`src/rtl/stb_req_master.sv`:
```
`default_nettype none
// ============================================================================
// stb_req_master: requests strobes and samples a synced comparator per strobe
// Revision: 1.0
// ============================================================================
module stb_req_master #(
  parameter int CNT_WIDTH   = 16,
  parameter int TO_WIDTH    = 32,
  parameter int SYNC_STAGES = 2
) (
  input  logic                 clk_i,
  input  logic                 arstn_i,
  input  logic                 start_i,
  input  logic                 abort_i,
  input  logic [CNT_WIDTH-1:0] num_samples_i,
  input  logic [TO_WIDTH-1:0]  timeout_i,
  input  logic                 rdy_i,
  input  logic                 stb_valid_i,
  input  logic                 cmp_i,
  output logic                 stb_req_o,
  output logic                 busy_o,
  output logic                 done_o,
  output logic                 err_o,
  output logic [CNT_WIDTH-1:0] sample_cnt_o,
  output logic [CNT_WIDTH-1:0] hit_cnt_o
);

  typedef enum logic [2:0] {
    IDLE     = 3'd0,
    WAIT_RDY = 3'd1,
    REQ      = 3'd2,
    WAIT_VLO = 3'd3,
    WAIT_VHI = 3'd4,
    SAMPLE   = 3'd5,
    FINISH   = 3'd6
  } state_t;

  state_t               state_q;
  state_t               state_d;
  logic [SYNC_STAGES-1:0] sync_q;
  logic                 cmp_sync;
  logic [TO_WIDTH-1:0]  to_cnt_q;
  logic [CNT_WIDTH-1:0] sample_cnt_q;
  logic [CNT_WIDTH-1:0] hit_cnt_q;
  logic                 err_q;
  logic                 start_run;
  logic                 take_sample;
  logic                 set_err;
  logic                 timed_out;
  logic                 in_wait;

  always_ff @(posedge clk_i or negedge arstn_i) begin
    if (!arstn_i) begin
      sync_q <= '0;
    end else begin
      sync_q[0] <= cmp_i;
      for (int i = 1; i < SYNC_STAGES; i++) begin
        sync_q[i] <= sync_q[i-1];
      end
    end
  end

  assign cmp_sync  = sync_q[SYNC_STAGES-1];
  assign in_wait   = (state_q == WAIT_RDY) || (state_q == WAIT_VLO) || (state_q == WAIT_VHI);
  // Each wait state may last at most timeout_i cycles.
  assign timed_out = (timeout_i != '0) && ((to_cnt_q + TO_WIDTH'(1)) == timeout_i);

  always_ff @(posedge clk_i or negedge arstn_i) begin
    if (!arstn_i) begin
      state_q <= IDLE;
    end else begin
      state_q <= state_d;
    end
  end

  always_comb begin
    state_d     = state_q;
    start_run   = 1'b0;
    take_sample = 1'b0;
    set_err     = 1'b0;
    stb_req_o   = (state_q == REQ);
    busy_o      = (state_q != IDLE);
    done_o      = (state_q == FINISH);
    if (abort_i && (state_q != IDLE) && (state_q != FINISH)) begin
      state_d = FINISH;
    end else begin
      case (state_q)
        IDLE: begin
          if (start_i) begin
            start_run = 1'b1;
            state_d   = (num_samples_i == '0) ? FINISH : WAIT_RDY;
          end
        end
        WAIT_RDY: begin
          if (rdy_i) begin
            state_d = REQ;
          end else if (timed_out) begin
            set_err = 1'b1;
            state_d = FINISH;
          end
        end
        REQ: state_d = WAIT_VLO;
        WAIT_VLO: begin
          if (!stb_valid_i) begin
            state_d = WAIT_VHI;
          end else if (timed_out) begin
            set_err = 1'b1;
            state_d = FINISH;
          end
        end
        WAIT_VHI: begin
          if (stb_valid_i) begin
            state_d = SAMPLE;
          end else if (timed_out) begin
            set_err = 1'b1;
            state_d = FINISH;
          end
        end
        SAMPLE: begin
          take_sample = 1'b1;
          state_d     = ((sample_cnt_q + CNT_WIDTH'(1)) == num_samples_i) ? FINISH : REQ;
        end
        FINISH:  state_d = IDLE;
        default: state_d = IDLE;
      endcase
    end
  end

  always_ff @(posedge clk_i or negedge arstn_i) begin
    if (!arstn_i) begin
      sample_cnt_q <= '0;
      hit_cnt_q    <= '0;
      err_q        <= 1'b0;
    end else if (start_run) begin
      sample_cnt_q <= '0;
      hit_cnt_q    <= '0;
      err_q        <= 1'b0;
    end else begin
      if (take_sample) begin
        sample_cnt_q <= sample_cnt_q + CNT_WIDTH'(1);
        if (cmp_sync) begin
          hit_cnt_q <= hit_cnt_q + CNT_WIDTH'(1);
        end
      end
      if (set_err) begin
        err_q <= 1'b1;
      end
    end
  end

  // Any state change restarts the wait budget, so each wait state starts from 0.
  always_ff @(posedge clk_i or negedge arstn_i) begin
    if (!arstn_i) begin
      to_cnt_q <= '0;
    end else if (state_d != state_q) begin
      to_cnt_q <= '0;
    end else if (in_wait) begin
      to_cnt_q <= to_cnt_q + TO_WIDTH'(1);
    end
  end

  assign err_o        = err_q;
  assign sample_cnt_o = sample_cnt_q;
  assign hit_cnt_o    = hit_cnt_q;

endmodule
`default_nettype wire

```
`config.mk`:
```
export PLATFORM = sky130hd
export DESIGN_NAME = stb_req_master
export DESIGN_NICKNAME = d
export VERILOG_FILES = /design/src/rtl/stb_req_master.sv
export SDC_FILE = /design/constraint.sdc
export NUM_CORES = 1
export LEC_CHECK = 0
export ABC_AREA = 1
export BUFFER_PORTS_ARGS = -buffer_cell sky130_fd_sc_hd__buf_2
export CAP_MARGIN = 20
export CORE_MARGIN = 2
export CORE_UTILIZATION = 55
export DETAILED_ROUTE_END_ITERATION = 10
export PLACE_DENSITY = 0.76
export SYNTH_ARGS = -nofsm -noshare
export SYNTH_HDL_FRONTEND = slang
export SYNTH_SLANG_ARGS = --single-unit
```
`constraint.sdc`:
```
create_clock -name clk_i -period 5.6 [get_ports clk_i]
set_input_delay 0.56 -clock clk_i [delete_from_list [all_inputs] [get_ports clk_i]]
set_output_delay 0.56 -clock clk_i [all_outputs]
set_load 0.01 [all_outputs]
```
==> out/qor.csv <==
metric,value,unit
CTS Buf Count,9,
Min-Delay Path Class,primary input to flip-flop,
CP Launch Type,flip-flop,
Worst-path clk slew,0.10,ns
Power Total,0.002585,W
CTS max path bufs,2,
largest net degree at the start of global routing,71,
setup repair after global routing missed its margin,false,
routed len/inst,13.44,µm
final hold viol count,0,
Power Dens Cells,385.8,nW/µm²
CP max FO,32,
slew margin rel.,0.3699,
vias per cell,5.189,
GRT Util Overall,0.2857,
gr ovfl total,0,
critical path class,flip-flop to flip-flop,
Syn Nets,1009,
Initial DRC Count,368,
core region area,10700,µm²
cts hold-fix bufs,0,
dpl cells,1170,
placer congestion estimate,0.9480,
Slew @ Worst Pin,0.9443,ns
Post-Route WL,15.93,mm
initial core utilization,0.5582,
mapped cell area,5972,µm²
grt met3 use,0.04521,
Die Ht,108.2,µm
met1 usage,0.3900,
floorplan row count,38,
die width,108.2,µm
Required @ worst endpoint,5.83,ns
Pleak,3.302,nW
GRT met2 Usage,0.4690,
Final Cycle Share,0.6114,
CP Capture Type,flip-flop,
final non-filler cell total,1186,
Final Setup Violations,0,
Max IR drop VDD,353.4,µV
H-tree depth reported by CTS,3,
number of global-route vias before repair,5601,
critical path arrival,3.66,ns
Vias,6154,
clock latency on the worst-skew pair,0.37,ns
status,finished clean,
# diodes,0,
Yosys warnings,0,
drt drc,0,
"Distinct cells, synth",40,
register bit total from synthesis,70,
fin util,0.6263,
Max-Cap Viols,0,
post-DP HPWL,12.26,mm
input/output buffers,90,
Nets,1099,
antenna-violating nets left,0,
fin crit period,3.424,ns
"Seq/Total Area, Yosys",0.2933,
share of cells above drive strength 1,0.1597,
CTS Sinks,70,
Max Slew Vio Count,0,
P&R area growth vs syn,12.19,%
CTS resizes,0,
Setup TNS Final,0,ns
Fmax,292.1,MHz
Root Driver,clkbuf_8,
Mean Syn Cell Area,6.280,µm²
Worst Clk Skew,0.01064,ns
Post-CTS Setup Bufs,0,
CTS tree,yes,
busiest grt layer,met2,
Die ar.,11710,µm²
initial antenna violation count,0,
cells after synthesis,951,
fillers,1052,
Pre-antenna DRT Iters,5,
first-pass GRT wire length,26.60,mm
# IOs,91,
## final timing paths
| check | start | to | slack [ns] | depth (start not counted) |
|---|---|---|---|---|
| hold / removal | cmp_i | sync_q[0]$_DFF_PN0_ | 0.29 | 1 |
| hold reg to reg | sync_q[0]$_DFF_PN0_ | sync_q[1]$_DFF_PN0_ | 0.37 | 0 |
| setup / recovery | to_cnt_q[0]$_DFFE_PN0P_ | to_cnt_q[0]$_DFFE_PN0P_ | 2.18 | 22 |
| setup reg to reg | to_cnt_q[0]$_DFFE_PN0P_ | to_cnt_q[0]$_DFFE_PN0P_ | 2.18 | 22 |
| max in group asynchronous | arstn_i | sample_cnt_o[12]$_DFFE_PN0P_ | 4.69 | 1 |
| min in group asynchronous | arstn_i | to_cnt_q[7]$_DFFE_PN0P_ | 0.31 | 1 |
## through the flow
stage                     setup WS, ns  instance area, µm²  hold WS (ns)
after global placement           2.268                6506        0.3497
after detailed placement         2.197                6506        0.3380
after floorplan                  3.056                5972        0.2644
after CTS                        2.162                6700        0.2759
final                            2.176                6700        0.2884
after global routing             1.730                6700        0.2845
## layer usage
layer / share of wire / wire, µm
met5: 0 / 0
met4: 0.019 / 304
met3: 0.063 / 1002
met1: 0.47 / 7438
met2: 0.45 / 7188
## cell type report
class                      instances  area (µm²)  area share
clock inverter                     7       70.07     0.01046
timing repair buffer              91       460.4     0.06872
inverter                         124       465.4     0.06947
multi-input combinational        745        3654      0.5453
sequential                        70        1752      0.2614
tap                              140       175.2     0.02614
clock buffer                       9       123.9     0.01849
## sequential cells by signal, indices dropped and copies added (netlist names)
signal        count
to_cnt_q         32
state_q           3
sync_q            2
err_o             1
sample_cnt_o     16
hit_cnt_o        16
## critical path: stages (launching register included)
cell     delay [ns]
dfrtp_1        0.46
ha_1           0.23
nand2_2        0.10
nor2_4         0.16
nand2_4        0.10
nor2_4         0.18
nand2_1        0.09
nand2_1        0.10
nand2_1        0.05
nand2_1        0.10
nand2_1        0.09
nor2_1         0.11
nand2_1        0.08
nor2_2         0.11
nand3_2        0.10
nand2_1        0.07
nand2_1        0.06
nand3_1        0.10
nand2_1        0.06
nand2_1        0.07
nor2_2         0.05
nand2_4        0.68
nor2_1         0.08
## cell usage in the layout (no fill, tap or decap), types with 2 or more instances in the layout
master    instances
o21ai_0          50
a211oi_1          2
nand3_1          78
dfrtp_1          70
clkbuf_8          9
inv_1           124
o22ai_1          13
nor3_1           15
inv_8             4
nor2_4           35
nor4_1            2
buf_2            89
buf_4             2
nand2_1         322
a21oi_1          16
inv_6             2
nand4_1          13
nand2_2           6
nand3b_1         17
a21boi_0          2
o21ai_1           3
nor2_1          127
nor2_2           12
ha_1              3
xnor2_1           4
nand2_4           3
xor2_1            9
## cells by family after synthesis
family	after synthesis	synth area share
AO/OA/AOI/OAI	91	0.08339
flip-flops	70	0.2933
multiplexers	1	0.001676
XOR/XNOR	14	0.02284
AND/OR/NAND/NOR	636	0.4976
buffers and inverters	136	0.09491
adder cells (fa/ha/maj)	3	0.006286
## cell usage after synthesis
cell type / n / area [µm²]
o22ai_1: 13 / 81.33
a22o_1: 1 / 8.760
a21boi_0: 2 / 15.01
mux2i_1: 1 / 10.01
or2_2: 1 / 6.260
nor4_1: 2 / 12.51
nand2_1: 322 / 1209
buf_2: 1 / 5.000
dfrtp_1: 70 / 1752
nor2_1: 127 / 476.7
clkbuf_1: 6 / 22.52
o21a_1: 1 / 7.510
nand3b_1: 17 / 127.6
ha_1: 3 / 37.54
o21ai_0: 50 / 250.2
or2_0: 1 / 6.260
a211oi_1: 2 / 15.01
xnor2_1: 4 / 35.03
o211a_1: 1 / 10.01
nor2_8: 1 / 20.02
nor3_1: 15 / 75.07
xor2_1: 9 / 78.83
nor3_2: 1 / 10.01
o211ai_1: 1 / 7.510
buf_12: 3 / 60.06
inv_1: 124 / 465.5
buf_1: 1 / 3.750
nand3_2: 1 / 10.01
nand4_1: 13 / 81.33
dlygate4sd3_1: 1 / 10.01
nand2_2: 6 / 37.54
nor2_2: 12 / 75.07
nor2_4: 35 / 394.1
a21oi_1: 16 / 80.08
and2_1: 1 / 6.260
nand3_1: 78 / 390.4
xnor3_1: 1 / 22.52
o21ai_1: 3 / 15.01
o21bai_1: 1 / 7.510
nand2_4: 3 / 33.78
## power breakdown
part	internal, W	leakage, nW	switching, W	total, W
Clock	0.000177	0.0981	0.000257	0.000433
Sequential	0.000622	0.959	0.000171	0.000793
Combinational	0.000422	2.24	0.000936	0.00136
Note: power is estimated with default switching activity, not from simulation.
